[config.mk]
export PLATFORM = sky130hd
export DESIGN_NAME = axis_rr_arbiter
export DESIGN_NICKNAME = d
export VERILOG_FILES = /design/src/rtl/axis_pkg.sv /design/src/rtl/axis_rr_pick.sv /design/src/rtl/axis_rr_arbiter.sv
export SDC_FILE = /design/constraint.sdc
export NUM_CORES = 1
export LEC_CHECK = 0
export BUFFER_PORTS_ARGS = -buffer_cell sky130_fd_sc_hd__buf_2
export CORE_UTILIZATION = 29
export DETAILED_ROUTE_END_ITERATION = 8
export PLACE_DENSITY = 0.84
export SLEW_MARGIN = 20
export SYNTH_ARGS = -nofsm -noshare
export SYNTH_HDL_FRONTEND = slang
export SYNTH_SLANG_ARGS = --single-unit
[constraint.sdc]
create_clock -name i_clk -period 1.6 [get_ports i_clk]
set_input_delay 0.16 -clock i_clk [delete_from_list [all_inputs] [get_ports i_clk]]
set_output_delay 0.16 -clock i_clk [all_outputs]
set_load 0.03 [all_outputs]
[src/rtl/axis_pkg.sv]
// Shared AXI-Stream constants and arbiter state encoding.
// Imported by the round-robin arbiter and its picker.
package axis_pkg;
  localparam int AXIS_DATA_W = 8;
  localparam int AXIS_DEST_W = 5;

  typedef enum logic {
    ARB_IDLE,
    ARB_PKT
  } arb_state_t;
endpackage

[src/rtl/axis_rr_pick.sv]
// Round-robin picker: first requester at or after i_ptr, modulo N.
// Purely combinational so a switch-side arbiter can reuse it.
module axis_rr_pick
  import axis_pkg::*;
#(
  parameter int N     = 2,
  parameter int PTR_W = $clog2(N)
) (
  input  logic [N-1:0]     i_req,
  input  logic [PTR_W-1:0] i_ptr,
  output logic [PTR_W-1:0] o_idx,
  output logic             o_found
);
  logic [PTR_W:0]   w_sum;
  logic [PTR_W-1:0] w_pos;

  // Walk from the farthest offset down so the nearest requester wins.
  always_comb begin
    o_idx   = '0;
    o_found = 1'b0;
    w_sum   = '0;
    w_pos   = '0;
    for (int k = N - 1; k >= 0; k--) begin
      w_sum = {1'b0, i_ptr} + (PTR_W + 1)'(k);
      if (w_sum >= (PTR_W + 1)'(N))
        w_sum = w_sum - (PTR_W + 1)'(N);
      w_pos = w_sum[PTR_W-1:0];
      if (i_req[w_pos]) begin
        o_idx   = w_pos;
        o_found = 1'b1;
      end
    end
  end
endmodule

[src/rtl/axis_rr_arbiter.sv]
// Packet-granular N-to-1 AXI-Stream round-robin arbiter.
// Data path is combinational from the granted source; no storage.
module axis_rr_arbiter
  import axis_pkg::*;
#(
  parameter int NUM_SRC = 2,
  parameter int DATA_W  = AXIS_DATA_W,
  parameter int DEST_W  = AXIS_DEST_W
) (
  input  logic                      i_clk,
  input  logic                      i_rst,
  input  logic [NUM_SRC-1:0]        i_s_tvalid,
  input  logic [NUM_SRC*DATA_W-1:0] i_s_tdata,
  input  logic [NUM_SRC*DEST_W-1:0] i_s_tdest,
  input  logic [NUM_SRC-1:0]        i_s_tlast,
  output logic [NUM_SRC-1:0]        o_s_tready,
  input  logic                      i_m_tready,
  output logic                      o_m_tvalid,
  output logic [DATA_W-1:0]         o_m_tdata,
  output logic [DEST_W-1:0]         o_m_tdest,
  output logic                      o_m_tlast,
  output logic [NUM_SRC-1:0]        o_grant,
  output logic                      o_busy
);
  localparam int PTR_W = $clog2(NUM_SRC);

  arb_state_t       r_state;
  arb_state_t       w_state_nxt;
  logic [PTR_W-1:0] r_g;
  logic [PTR_W-1:0] w_g_nxt;
  logic [PTR_W-1:0] r_ptr;
  logic [PTR_W-1:0] w_ptr_nxt;

  logic [PTR_W-1:0] w_pick;
  logic             w_found;

  logic              w_vld;
  logic [DATA_W-1:0] w_data;
  logic [DEST_W-1:0] w_dest;
  logic              w_last;

  axis_rr_pick #(
    .N     (NUM_SRC),
    .PTR_W (PTR_W)
  ) u_pick (
    .i_req   (i_s_tvalid),
    .i_ptr   (r_ptr),
    .o_idx   (w_pick),
    .o_found (w_found)
  );

  always_comb begin
    w_vld  = 1'b0;
    w_data = '0;
    w_dest = '0;
    w_last = 1'b0;
    for (int i = 0; i < NUM_SRC; i++) begin
      if (r_g == PTR_W'(i)) begin
        w_vld  = i_s_tvalid[i];
        w_data = i_s_tdata[i*DATA_W +: DATA_W];
        w_dest = i_s_tdest[i*DEST_W +: DEST_W];
        w_last = i_s_tlast[i];
      end
    end
  end

  always_ff @(posedge i_clk) begin
    if (i_rst) begin
      r_state <= ARB_IDLE;
      r_g     <= '0;
      r_ptr   <= '0;
    end else begin
      r_state <= w_state_nxt;
      r_g     <= w_g_nxt;
      r_ptr   <= w_ptr_nxt;
    end
  end

  always_comb begin
    w_state_nxt = r_state;
    w_g_nxt     = r_g;
    w_ptr_nxt   = r_ptr;
    o_m_tvalid  = 1'b0;
    o_m_tdata   = '0;
    o_m_tdest   = '0;
    o_m_tlast   = 1'b0;
    o_s_tready  = '0;
    o_grant     = '0;
    o_busy      = 1'b0;
    unique case (r_state)
      ARB_IDLE: begin
        if (w_found) begin
          w_state_nxt = ARB_PKT;
          w_g_nxt     = w_pick;
        end
      end
      ARB_PKT: begin
        o_m_tvalid = w_vld;
        o_m_tdata  = w_data;
        o_m_tdest  = w_dest;
        o_m_tlast  = w_last;
        o_s_tready = NUM_SRC'(i_m_tready) << r_g;
        o_grant    = NUM_SRC'(1) << r_g;
        o_busy     = 1'b1;
        // Release only on an accepted tlast beat.
        if (w_vld && i_m_tready && w_last) begin
          w_state_nxt = ARB_IDLE;
          if (r_g == PTR_W'(NUM_SRC - 1))
            w_ptr_nxt = '0;
          else
            w_ptr_nxt = r_g + PTR_W'(1);
        end
      end
    endcase
  end
endmodule

==> results.py <==
metrics = {
    "min_path": {
        "min_from": "i_rst",
        "hold_path_class": "primary input to flip-flop",
        "hold_path_end": "r_state",
        "hold-path-cell-count": 2,
    },
    "yosys": {
        "synthesis.area_um2": 377.9,
        "synthCells": 52,
        "synth_cell_type_count": 17,
        "synth_seq_cells": 3,
        "yosysWarningCount": 0,
        "synth-seq-area-share_pct": 15.89,
        "synth.avg_cell_area_um2": 7.267,
        "syn-num-nets": 85,
    },
    "setup_path": {
        "arrival_ps": 1320,
        "end_kind": "primary output",
        "r2r-start": "r_g",
        "critPathLaunchType": "flip-flop",
        "cp.required_ps": 1440,
        "crit_fanout": 19,
        "r2r-end": "r_ptr",
        "r2r_slack_ps": 260,
        "crit_type": "flip-flop to primary output",
        "r2r_cells": 3,
        "cp-startpoint": "r_g",
    },
    "final_layout": {
        "nets": 141,
        "final_common_cell": "buf_2",
        "drive_gt1_share_pct": 54.21,
        "n_antenna_cell": 0,
        "fin_util_pct": 59.20,
        "syn_to_final_growth_pct": 81.13,
        "most-common-layout-cells": "52 x buf_2, 18 x nor2_1, 15 x mux2i_1, 3 x clkbuf_4, 3 x dfxtp_1",
        "fin_area_um2": 684.4,
    },
    "timing": {
        "setup_tns_ps": 0,
        "rsz0062_at_grt": "no",
        "fmax_ghz": 0.6756,
        "post-route-min-period_ps": 1480,
        "fin_ws_ps": 119.9,
        "finClkSkew_ps": 1.697,
        "tightest_slew_ps": 288.3,
        "hold_viol": 0,
        "slew_headroom_pct": 80.73,
        "period_share_pct": 92.51,
        "setup_viol": 0,
        "drv_slew": 0,
    },
    "routing": {
        "firstDrtPassIters": 2,
        "drtIter0Drc": 12,
        "viasPerCell": 4.595,
        "wire_per_inst_um": 9.149,
        "drc_errors": 0,
        "vias": 556,
        "wl_mm": 1.107,
        "ant_nets": 0,
    },
    "place": {
        "place.gp.congestion": 0.7578,
        "placed_cell_area_um2": 654.4,
        "port_buffers": 52,
        "dp_hpwl_um": 899.6,
        "post-place-ws_ps": 274.0,
    },
    "clock_tree": {
        "post_cts_buffers": 0,
        "clkLatencyLatePin_ps": 230,
        "cts_tree": "yes",
        "cts_made_buffers": 3,
        "path_clk_slew_ps": 40,
        "htree_levels": 1,
        "cts_sinks": 3,
        "cts_root_buffer": "clkbuf_4",
        "max-clock-path-buffers": 2,
    },
    "pwr": {
        "power_density_nw_per_um2": 637.5,
        "p_leak_nw": 0.3860,
        "peakVddDrop_uv": 302.8,
    },
    "floorplan": {
        "rows": 12,
        "fp.dieW_um": 38.10,
        "dieArea_um2": 1451,
        "die_y_um": 38.10,
        "start_util_pct": 32.68,
        "ios": 53,
        "core_area_um2": 1156,
    },
    "global_routing": {
        "grt_use_total_pct": 15.13,
        "grt_pass1_wl_mm": 1.476,
        "grt_max_degree": 20,
        "grt_overflow": 0,
        "grt_pass1_vias": 398,
        "antenna_found_initial": 0,
    },
    "flow_run": {
        "max_cap_viol_count": 0,
    },
    "outcome": {
        "status": "finished clean",
    },
}
==> timing repair <==
action | CTS | global route
hold buffers | 0 | 0
gates resized for setup | 0 | 1
endpoints found under the setup margin | 0 | 3
==> area by class of cell <==
class,count,area [µm²]
Multi-Input combinational cell,44,294.0
Inverter,2,7.507
Sequential cell,3,60.06
Timing Repair Buffer,54,279.0
Tap cell,14,17.52
Fill cell,112,471.7
Clock buffer,4,26.28
==> cell usage after synthesis <==
library cell | count | area, µm²
buf_4 | 1 | 7.510
o21ai_1 | 1 | 5.000
o211ai_1 | 1 | 7.510
clkbuf_1 | 1 | 3.750
nor3_1 | 2 | 10.01
dfxtp_1 | 3 | 60.06
nand2_1 | 1 | 3.750
nor2b_1 | 1 | 6.260
nor2_1 | 18 | 67.56
mux2_1 | 1 | 11.26
mux2i_1 | 15 | 150.1
buf_2 | 1 | 5.000
and2_1 | 1 | 6.260
and3_1 | 1 | 6.260
inv_1 | 2 | 7.510
nor4b_2 | 1 | 15.01
a21oi_1 | 1 | 5.000
==> critical path, stage by stage, from the launching register on <==
cell and delay (ps):
dfxtp_1 400, buf_6 230, mux2i_1 220, nor2_1 60, buf_2 170
==> registers in the layout, summed over array words and instances, names as in the netlist <==
register,cells
r_g,1
r_ptr,1
r_state,1
==> metrics by stage <==
step | cells | power (mW) | hold WS (ps)
after CTS | 121 | 0.4433 | 141.3
after floorplan | 52 | 0.2250 | 229.1
after detailed placement | 117 | 0.3064 | 384.3
final | 121 | 0.4363 | 146.7
after global routing | 121 | 0.4693 | 153.7
after global placement | 117 | 0.3024 | 371.2
==> worst max path at each step <==
stage / depth (start not counted) / end / slack (ps)
after global placement: 3 / r_ptr / 330
after detailed placement: 3 / r_ptr / 270
after CTS: 4 / o_m_tdata[2] / 40
after global routing: 4 / o_m_tdata[0] / 20
final: 4 / o_m_tdata[2] / 120
after floorplan: 3 / o_m_tdata[1] / 0.5
==> kinds of logic (layout without fill, tap and decap cells) <==
| kind of cell | after synthesis | in the layout | share of synthesized area [%] |
|---|---|---|---|
| flip-flops | 3 | 3 | 15.89 |
| AND/OR/NAND/NOR | 25 | 25 | 30.46 |
| buffers and inverters | 5 | 60 | 6.291 |
| AO/OA/AOI/OAI | 3 | 3 | 4.634 |
| multiplexers | 16 | 16 | 42.71 |
==> power by group <==
| group | leakage, nW | internal (mW) | switching [mW] |
|---|---|---|---|
| registers | 0.0247 | 0.0798 | 0.00549 |
| clock network | 0.0150 | 0.0934 | 0.0377 |
| logic | 0.346 | 0.0861 | 0.134 |
| total | 0.386 | 0.259 | 0.177 |
==> per-layer routing <==
| layer | share of wire [%] | wire, µm | track usage (%) | vias to the layer above |
|---|---|---|---|---|
| met5 | 0 | 0 | 0 | - |
| met2 | 50 | 555 | 28.39 | 38 |
| met4 | 1.7 | 19 | 13.39 | 0 |
| met3 | 9.8 | 108 | 3.488 | 2 |
| li1 | - | - | - | 287 |
| met1 | 38 | 423 | 12.94 | 229 |
No activity file was read; power rests on OpenSTA's default activity.
